===== src/rtl/commit_alloc_ring_if.sv =====
// Rename/commit handshake bundle for the commit-station allocator ring.
// The master drives counts and flushes. The slave (the ring) drives the pointer and occupancy view.
interface commit_alloc_ring_if #(
   parameter int NCOMMIT  = 32,
   parameter int LNCOMMIT = 5,
   parameter int NRETIRE  = 8
) ();
   logic [LNCOMMIT-1:0]        alloc_count;
   logic [$clog2(NRETIRE):0]   retire_count;
   logic                       flush_valid;
   logic [LNCOMMIT-1:0]        flush_addr;
   logic [LNCOMMIT-1:0]        next_start;
   logic [LNCOMMIT-1:0]        current_start;
   logic [LNCOMMIT:0]          current_available;
   logic [NCOMMIT-1:0]         live;
   logic                       empty;
   logic                       full;
   logic                       err;

   modport master (
      output alloc_count, retire_count, flush_valid, flush_addr,
      input  next_start, current_start, current_available, live, empty, full, err
   );

   modport slave (
      input  alloc_count, retire_count, flush_valid, flush_addr,
      output next_start, current_start, current_available, live, empty, full, err
   );
endinterface


===== src/rtl/commit_alloc_ring.sv =====
// Circular allocator over NCOMMIT commit stations. It tracks head/tail/count and the live bits, with flush truncation.
// Effects appear one cycle after the inputs. Outputs decode registers only, so rename's stall compare sees no input-to-output path.
module commit_alloc_ring #(
   parameter int NCOMMIT  = 32,
   parameter int LNCOMMIT = 5,
   parameter int NDEC     = 4,
   parameter int NRETIRE  = 8
) (
   input  logic               clk,
   input  logic               reset,
   commit_alloc_ring_if.slave ring
);
   localparam int CW = LNCOMMIT + 1;
   localparam logic [CW-1:0] NC = CW'(NCOMMIT);

   logic [LNCOMMIT-1:0] head_q, head_d;
   logic [LNCOMMIT-1:0] tail_q, tail_d;
   logic [CW-1:0]       count_q, count_d;
   logic [NCOMMIT-1:0]  live_q, live_d;
   logic                err_q, err_d;

   logic [CW-1:0]       free_cnt, a_ext, r_ext, kept, lim, ext, r_eff;
   logic [LNCOMMIT-1:0] fl_off, off;
   logic                flush_ok, alloc_ok;

   always_comb begin
      free_cnt = NC - count_q;
      a_ext    = CW'(ring.alloc_count);
      r_ext    = CW'(ring.retire_count);
      flush_ok = ring.flush_valid && live_q[ring.flush_addr];
      alloc_ok = !ring.flush_valid && (a_ext <= free_cnt);
      fl_off   = ring.flush_addr - head_q;
      kept     = {1'b0, fl_off} + CW'(1);

      // ext = occupancy after alloc/flush, before retire.
      // lim = how far retire may reach into the pre-cycle ring.
      ext    = count_q;
      lim    = count_q;
      tail_d = tail_q;
      err_d  = err_q;
      if (ring.flush_valid) begin
         if (flush_ok) begin
            ext    = kept;
            lim    = kept;
            tail_d = ring.flush_addr + LNCOMMIT'(1);
         end else begin
            err_d = 1'b1;
         end
      end else if (alloc_ok) begin
         ext    = count_q + a_ext;
         tail_d = tail_q + ring.alloc_count;
      end else begin
         err_d = 1'b1;
      end

      if (r_ext > lim) begin
         r_eff = lim;
         err_d = 1'b1;
      end else begin
         r_eff = r_ext;
      end

      head_d  = head_q + r_eff[LNCOMMIT-1:0];
      count_d = ext - r_eff;

      // Live entries form one contiguous run starting at the head, so each bit is its age offset tested against that run.
      off    = '0;
      live_d = '0;
      for (int i = 0; i < NCOMMIT; i++) begin
         off       = LNCOMMIT'(i) - head_q;
         live_d[i] = ({1'b0, off} >= r_eff) && ({1'b0, off} < ext);
      end
   end

   always_ff @(posedge clk) begin
      if (reset) begin
         head_q  <= '0;
         tail_q  <= '0;
         count_q <= '0;
         live_q  <= '0;
         err_q   <= 1'b0;
      end else begin
         head_q  <= head_d;
         tail_q  <= tail_d;
         count_q <= count_d;
         live_q  <= live_d;
         err_q   <= err_d;
      end
   end

   assign ring.next_start        = tail_q;
   assign ring.current_start     = head_q;
   assign ring.current_available = NC - count_q;
   assign ring.live              = live_q;
   assign ring.empty             = (count_q == '0);
   assign ring.full              = (count_q == NC);
   assign ring.err               = err_q;
endmodule


===== src/flat_wrapper.sv =====
// flat-port wrapper written by rule: the top's interface ports become plain ports
module commit_alloc_ring_flat 
#(
   parameter int NCOMMIT  = 32,
   parameter int LNCOMMIT = 5,
   parameter int NDEC     = 4,
   parameter int NRETIRE  = 8
)
  (clk, reset, ring_alloc_count, ring_retire_count, ring_flush_valid, ring_flush_addr, ring_next_start, ring_current_start, ring_current_available, ring_live, ring_empty, ring_full, ring_err);
  commit_alloc_ring_if #(.NCOMMIT(NCOMMIT), .LNCOMMIT(LNCOMMIT), .NRETIRE(NRETIRE)) ring_i ();
  input  logic clk;
  input  logic reset;
  input wire logic [$bits(ring_i.alloc_count)-1:0] ring_alloc_count;
  input wire logic [$bits(ring_i.retire_count)-1:0] ring_retire_count;
  input wire logic [$bits(ring_i.flush_valid)-1:0] ring_flush_valid;
  input wire logic [$bits(ring_i.flush_addr)-1:0] ring_flush_addr;
  output wire logic [$bits(ring_i.next_start)-1:0] ring_next_start;
  output wire logic [$bits(ring_i.current_start)-1:0] ring_current_start;
  output wire logic [$bits(ring_i.current_available)-1:0] ring_current_available;
  output wire logic [$bits(ring_i.live)-1:0] ring_live;
  output wire logic [$bits(ring_i.empty)-1:0] ring_empty;
  output wire logic [$bits(ring_i.full)-1:0] ring_full;
  output wire logic [$bits(ring_i.err)-1:0] ring_err;
  assign ring_i.alloc_count = ring_alloc_count;
  assign ring_i.retire_count = ring_retire_count;
  assign ring_i.flush_valid = ring_flush_valid;
  assign ring_i.flush_addr = ring_flush_addr;
  assign ring_next_start = ring_i.next_start;
  assign ring_current_start = ring_i.current_start;
  assign ring_current_available = ring_i.current_available;
  assign ring_live = ring_i.live;
  assign ring_empty = ring_i.empty;
  assign ring_full = ring_i.full;
  assign ring_err = ring_i.err;
  commit_alloc_ring #(.NCOMMIT(NCOMMIT), .LNCOMMIT(LNCOMMIT), .NDEC(NDEC), .NRETIRE(NRETIRE)) u_core (.clk(clk), .reset(reset), .ring(ring_i));
endmodule

===== config.mk =====
export PLATFORM = sky130hd
export DESIGN_NAME = commit_alloc_ring_flat
export DESIGN_NICKNAME = d
export VERILOG_FILES = /design/src/rtl/commit_alloc_ring_if.sv /design/src/rtl/commit_alloc_ring.sv /design/src/flat_wrapper.sv
export SDC_FILE = /design/constraint.sdc
export NUM_CORES = 1
export LEC_CHECK = 0
export ABC_AREA = 1
export BUFFER_PORTS_ARGS = -buffer_cell sky130_fd_sc_hd__buf_2
export CAP_MARGIN = 20
export CORE_UTILIZATION = 35
export CTS_BUF_LIST = sky130_fd_sc_hd__clkbuf_4
export CTS_CLUSTER_DIAMETER = 80
export DETAILED_ROUTE_END_ITERATION = 16
export GPL_TIMING_DRIVEN = 0
export HOLD_SLACK_MARGIN = 0.15
export PLACE_DENSITY = 0.49
export SYNTH_ARGS = -nofsm -noshare
export SYNTH_HDL_FRONTEND = slang
export SYNTH_SLANG_ARGS = --single-unit

===== constraint.sdc =====
create_clock -name clk -period 6.9 [get_ports clk]
set_input_delay 0.69 -clock clk [delete_from_list [all_inputs] [get_ports clk]]
set_output_delay 0.69 -clock clk [all_outputs]
set_load 0.02 [all_outputs]

-- After elaboration in Yosys (flattened, before gate mapping)
Index checks and enable logic that the tools add are counted.
- add/sub/neg operators: 40
- magnitude comparators: 67
- equal/unequal tests: 4
- muxes and demuxes: 14
- reduce and logical (&&, ||, !) cells: 39
- operator list (cell ; number):
    5-bit by 6-bit greater-or-equal comparator with 1-bit output ; 32
    5-bit by 6-bit less-than comparator with 1-bit output ; 32
    5-bit subtractor, first input constant ; 16
    4-bit by 5-bit subtractor with 5-bit output, first input constant ; 8
    1-bit logical AND ; 34
    6-bit 2-to-1 mux ; 5
    3-bit by 5-bit subtractor with 5-bit output, first input constant ; 4
    5-bit 2-to-1 mux ; 3
    5-bit adder ; 2
    1-bit by 5-bit subtractor with 5-bit output, first input constant ; 2
    2-bit by 5-bit subtractor with 5-bit output, first input constant ; 2
    5-bit by 1-bit adder with 6-bit output, second input constant ; 1
    6-bit by 5-bit adder with 6-bit output ; 1
    6-bit equality test, second input constant ; 1
    4-bit by 6-bit greater-than comparator with 1-bit output ; 1
    5-bit by 6-bit less-or-equal comparator with 1-bit output ; 1
    6-bit zero test ; 1
    5-bit by 6-bit less-than comparator with 1-bit output, second input constant ; 1
    3-bit != test, second input constant ; 2
    6-bit subtractor ; 1
    6-bit subtractor, first input constant ; 1
    5-bit by 1-bit adder with 5-bit output, second input constant ; 1
    1-bit binary-select mux with 5-bit select ; 1
    1-bit 2-to-1 mux ; 5
    5 further kinds ; 6
- bits in registers: 49

-- Depth between registers and ports, before layout
- depth after elaboration: 9
- depth in mapped cells: 32

-- Worst setup path after synthesis
No wires, ideal clock.
- kind: input-to-reg
- start point: input ring_flush_addr[0]
- end point: register u_core.count_q[4]
- library setup time: 0.070 ns
- data arrival time: 4.776 ns
- required time: 6.830 ns
- slack: 2.055 ns
- stages: 24
- cells stage by stage: buf_4 > inv_4 > buf_6 > ha_1 > inv_1 > fa_1 > ha_1 > xor2_1 > or2_1 > o21ai_0 > inv_1 > ha_1 > nand2_1 > o21ai_0 > nand4_2 > o21ai_1 > inv_1 > fa_1 > nand2_1 > inv_1 > or2_2 > a21oi_1 > o21ai_0 > a21oi_1
- cells in the longest elaborated chain, start to end: 8
- RTL lines (what ; RTL line ; text):
    start, declared ; flat_wrapper.sv:16 ; input wire logic [$bits(ring_i.flush_addr)-1:0] ring_flush_addr;
    parallel branches: the longest is 3 deep, another holds 5-bit by 1-bit adder with 6-bit output ; - ;
    6-bit 2-to-1 mux (*) ; commit_alloc_ring.sv:42 ; if (flush_ok) begin
    6-bit 2-to-1 mux ; commit_alloc_ring.sv:41 ; if (ring.flush_valid) begin
    4-bit by 6-bit greater-than comparator with 1-bit output ; commit_alloc_ring.sv:56 ; if (r_ext > lim) begin
    6-bit 2-to-1 mux ; commit_alloc_ring.sv:56 ;
    6-bit subtractor (*) ; commit_alloc_ring.sv:64 ; count_d = ext - r_eff;
    end signal, assigned ; commit_alloc_ring.sv:85 ; count_q <= count_d;
    end, declared ; commit_alloc_ring.sv:18 ; logic [CW-1:0] count_q, count_d;
Mark *: on every way between the ends. The select of a mux whose other input is x is not followed.
A chain may end at the register's enable or synchronous reset.

-- Final worst setup path
- start point: register u_core.head_q[2], in the netlist u_core.ring.current_start[2]
- end point: register u_core.live_q[28], in the netlist u_core.ring.live[28]
- cells in the longest elaborated chain, start to end: 8
- RTL lines (what ; RTL line ; text):
    start, declared ; commit_alloc_ring.sv:16 ; logic [LNCOMMIT-1:0] head_q, head_d;
    start signal, assigned ; commit_alloc_ring.sv:77 ; head_q <= '0;
    start signal, assigned ; commit_alloc_ring.sv:83 ; head_q <= head_d;
    5-bit subtractor ; commit_alloc_ring.sv:32 ; fl_off = ring.flush_addr - head_q;
    5-bit by 1-bit adder with 6-bit output ; commit_alloc_ring.sv:33 ; kept = {1'b0, fl_off} + CW'(1);
    6-bit 2-to-1 mux ; commit_alloc_ring.sv:42 ;
    6-bit 2-to-1 mux ; commit_alloc_ring.sv:41 ;
    4-bit by 6-bit greater-than comparator with 1-bit output ; commit_alloc_ring.sv:56 ;
    6-bit 2-to-1 mux ; commit_alloc_ring.sv:56 ;
    5-bit by 6-bit greater-or-equal comparator with 1-bit output ; commit_alloc_ring.sv:71 ; live_d[i] = ({1'b0, off} >= r_eff) && ({1'b0, off} < ext);
    1-bit logical AND (*) ; commit_alloc_ring.sv:71 ;
    end signal, assigned ; commit_alloc_ring.sv:86 ; live_q <= live_d;
    end, declared ; commit_alloc_ring.sv:19 ; logic [NCOMMIT-1:0] live_q, live_d;
Mark *: on every way between the ends. The rest lies on a longest branch, timed or not.

==> impl_metrics.prom <==
# TYPE chip_impl_metric gauge
chip_impl_metric{name="drt-wirelength-per-cell",unit="um"} 17.4
chip_impl_metric{name="route.detailed.drc",unit=""} 0
chip_impl_metric{name="placeableCoreArea",unit="um^2"} 19000
chip_impl_metric{name="number_of_buffers_inserted_during_clock_tree_synthesis",unit=""} 5
chip_impl_metric{name="placement_rows",unit=""} 50
chip_impl_metric{name="htree_levels",unit=""} 2
chip_impl_metric{name="slew_violations",unit=""} 0
chip_impl_metric{name="routed_wirelength",unit="um"} 24400
chip_impl_info{name="status",value="complete, no violations"} 1
chip_impl_metric{name="synth.avg_cell_area",unit="um^2"} 6.45
chip_impl_metric{name="final_net_count",unit=""} 1300
chip_impl_metric{name="clkSlewWorstSetupHoldPaths",unit="ns"} 0.17
chip_impl_metric{name="cts_buffer_depth",unit=""} 2
chip_impl_metric{name="hold_violations",unit=""} 0
chip_impl_metric{name="buffers_on_ports",unit=""} 67
chip_impl_metric{name="grt_start_max_net_pins",unit=""} 34
chip_impl_metric{name="finish_stage_setup_viols",unit=""} 0
chip_impl_metric{name="io_pins",unit=""} 68
chip_impl_info{name="cts_tree",value="yes"} 1
chip_impl_metric{name="post_cts_hold_buffer_count",unit=""} 0
chip_impl_metric{name="post-dp-hpwl",unit="um"} 19200
chip_impl_metric{name="timing.final.crit_period",unit="ns"} 5.81
chip_impl_metric{name="synth.cell_area",unit="um^2"} 6860
chip_impl_metric{name="tightestPinTransition",unit="ns"} 0.861
chip_impl_metric{name="dpl.cell_count",unit=""} 1393
chip_impl_metric{name="post_route_cells_drive_above_1_share",unit=""} 0.0947
chip_impl_info{name="grt_setup_unrepaired",value="no"} 1
chip_impl_info{name="worstHoldPathType",value="reg -> reg"} 1
chip_impl_metric{name="relative_max_transition_margin",unit=""} 0.426
chip_impl_metric{name="start_util",unit=""} 0.362
chip_impl_metric{name="syn_to_final_growth",unit="%"} 10.8
chip_impl_metric{name="synth-seq-area-share",unit=""} 0.143
chip_impl_metric{name="clock_sink_count",unit=""} 49
chip_impl_metric{name="vias_per_cell",unit=""} 4.98
chip_impl_metric{name="global_route_wire_length_before_repair",unit="um"} 37800
chip_impl_metric{name="cts.repair.resized",unit=""} 0
chip_impl_metric{name="finalCritPeriodShare",unit=""} 0.842
chip_impl_metric{name="crit_path_max_fanout",unit=""} 14
chip_impl_metric{name="grt_remaining_overflow",unit=""} 0
chip_impl_metric{name="drv_cap",unit=""} 0
chip_impl_metric{name="grt_antenna_before_repair",unit=""} 1
chip_impl_metric{name="dieHeight",unit="um"} 142
chip_impl_metric{name="grt_resource_usage_total",unit=""} 0.249
chip_impl_metric{name="mapped_cells",unit=""} 1063
chip_impl_metric{name="placed_area",unit="um^2"} 7540
chip_impl_metric{name="post-cts-setup-buffers",unit=""} 0
chip_impl_metric{name="finalNonFillerCells",unit=""} 1402
chip_impl_metric{name="globalplace.congestion",unit=""} 0.879
chip_impl_metric{name="dr.first_iter.drc_count",unit=""} 418
chip_impl_metric{name="finalClockSkew",unit="ns"} 0.0159
chip_impl_metric{name="netlist-cell-type-count",unit=""} 37
chip_impl_metric{name="drt_pre_antenna_iters",unit=""} 5
chip_impl_metric{name="worstPathRequired",unit="ns"} 7.19
chip_impl_metric{name="dr_total_vias",unit=""} 6978
chip_impl_info{name="synth_top_area_cell",value="ha_1"} 1
chip_impl_metric{name="dieWidth",unit="um"} 142
chip_impl_metric{name="cp.arrival",unit="ns"} 6.10
chip_impl_metric{name="drt.antenna.violating_nets",unit=""} 0
chip_impl_metric{name="die_area",unit="um^2"} 20200
chip_impl_info{name="timing_worst_setup_path_type",value="reg -> reg"} 1
chip_impl_metric{name="ys.warnings.count",unit=""} 0
chip_impl_info{name="cp-end-kind",value="flip-flop"} 1
chip_impl_metric{name="clock.fmax",unit="GHz"} 0.172
chip_impl_metric{name="final_area",unit="um^2"} 7600
chip_impl_metric{name="yosys.area.top_type_share",unit=""} 0.250
chip_impl_metric{name="clock_latency_at_the_later_pin_of_the_worst_skew_pair",unit="ns"} 0.40
chip_impl_metric{name="setup_total_negative_slack",unit="ns"} 0
chip_impl_info{name="synth.area.top_cells",value="ha_1 25%, dfxtp_1 14%, nand2_1 14%"} 1
chip_impl_info{name="timing.critical_path.from_type",value="flip-flop"} 1
chip_impl_info{name="clk_root_buffer_cell",value="clkbuf_4"} 1
chip_impl_metric{name="vias_in_the_first_global_route",unit=""} 6458
chip_impl_metric{name="synth_seq_cells",unit=""} 49
## registers in the layout (all words and copies together) (netlist names)
name	count
u_core.ring.err	1
u_core.ring.next_start	5
u_core.ring.current_start	5
u_core.ring.live	32
u_core.count_q	6
## layout by cell type, fill, tap and decap left out, types with 2 or more instances in the layout
cell and instances:
nand4_1 37, nand3_1 92, nand3_4 2, conb_1 3, fa_1 6, xor2_1 20, or2_2 2, clkinvlp_4 2
a21oi_1 42, clkinv_1 2, dfxtp_1 49, inv_2 2, nand2_2 4, buf_1 2, xnor2_1 12, o21a_1 6
o211ai_1 2, buf_6 6, o21ai_1 9, clkbuf_4 5, a21o_1 17, buf_2 74, inv_1 152, buf_4 7
ha_1 137, a31oi_1 4, o21ai_0 41, nand2_1 260, clkbuf_1 12, o21bai_1 9, nor2_1 113
## layer usage
| metal | track usage | vias to the layer above | wire, um |
|---|---|---|---|
| li1 | - | 3612 | - |
| met1 | 0.364 | 3148 | 12200 |
| met2 | 0.394 | 199 | 10500 |
| met3 | 0.0232 | 19 | 1310 |
| met4 | 0.0470 | 0 | 296 |
| met5 | 0 | - | 0 |
## worst max-delay path, stage by stage, from the launching register on
cell	delay, ns
dfxtp_1	0.85
inv_1	0.47
ha_1	0.48
a21oi_1	0.15
nand2_1	0.08
xor2_1	0.26
xnor2_1	0.13
o21ai_0	0.16
inv_1	0.10
ha_1	0.32
nand2_1	0.05
o21ai_0	0.21
nand4_2	0.26
o21ai_1	0.48
inv_1	0.27
ha_1	0.34
a21oi_1	0.33
o21bai_1	0.15
a21oi_1	0.34
nand2_1	0.09
nand2_1	0.07
nor2_1	0.09
## final timing paths
check | cells past startpoint | to | from | slack (ns)
worst max-delay path | 21 | u_core.ring.live[28] | u_core.ring.current_start[2] | 1.09
worst min-delay path | 2 | u_core.ring.err | u_core.ring.err | 0.53
worst max register to register | 21 | u_core.ring.live[28] | u_core.ring.current_start[2] | 1.09
worst min register to register | 2 | u_core.ring.err | u_core.ring.err | 0.53
## metrics by stage
step           hold slack (ns)   util  worst slack (ns)
2_1_floorplan            0.574      -              2.05
3_3_place_gp             0.505  0.397             0.996
3_5_place_dp             0.517  0.398              1.01
4_1_cts                  0.537  0.401              1.12
5_1_grt                  0.555  0.401             0.675
6_report                 0.526  0.401              1.09
## cells by family after synthesis
group           Yosys count  synth area share
simple gates            514             0.320
buf+inv                 190             0.115
fa+ha+maj               143             0.267
compound gates          134             0.112
flops                    49             0.143
xor+xnor                 32            0.0409
other cells               1          0.000547
## synth_stat cells (all sizes together)
cell / number
a211oi: 1
a21o: 17
a21oi: 42
a311oi: 1
a31oi: 4
buf: 21
clkbuf: 12
clkinv: 2
conb: 1
dfxtp: 49
fa: 6
ha: 137
inv: 155
nand2: 264
nand3: 94
nand3b: 1
nand4: 38
nor2: 113
nor4: 1
o211ai: 2
o21a: 7
o21ai: 50
o21bai: 9
o22ai: 1
or2: 3
xnor2: 12
xor2: 20
## final cells by class
class | count | area (um^2)
clock buffers | 5 | 37.5
flip-flops and latches | 49 | 981
inverters | 157 | 592
multi-input cells | 826 | 5090
well taps | 260 | 325
clock inverters | 3 | 26.3
diodes | 1 | 2.50
fillers | 2159 | 11400
repair buffers | 68 | 343
plain buffers | 33 | 200
Power is left out: the tool's default activity adds up to more than one toggle a clock period on the data nets, which glitch-free logic cannot reach.
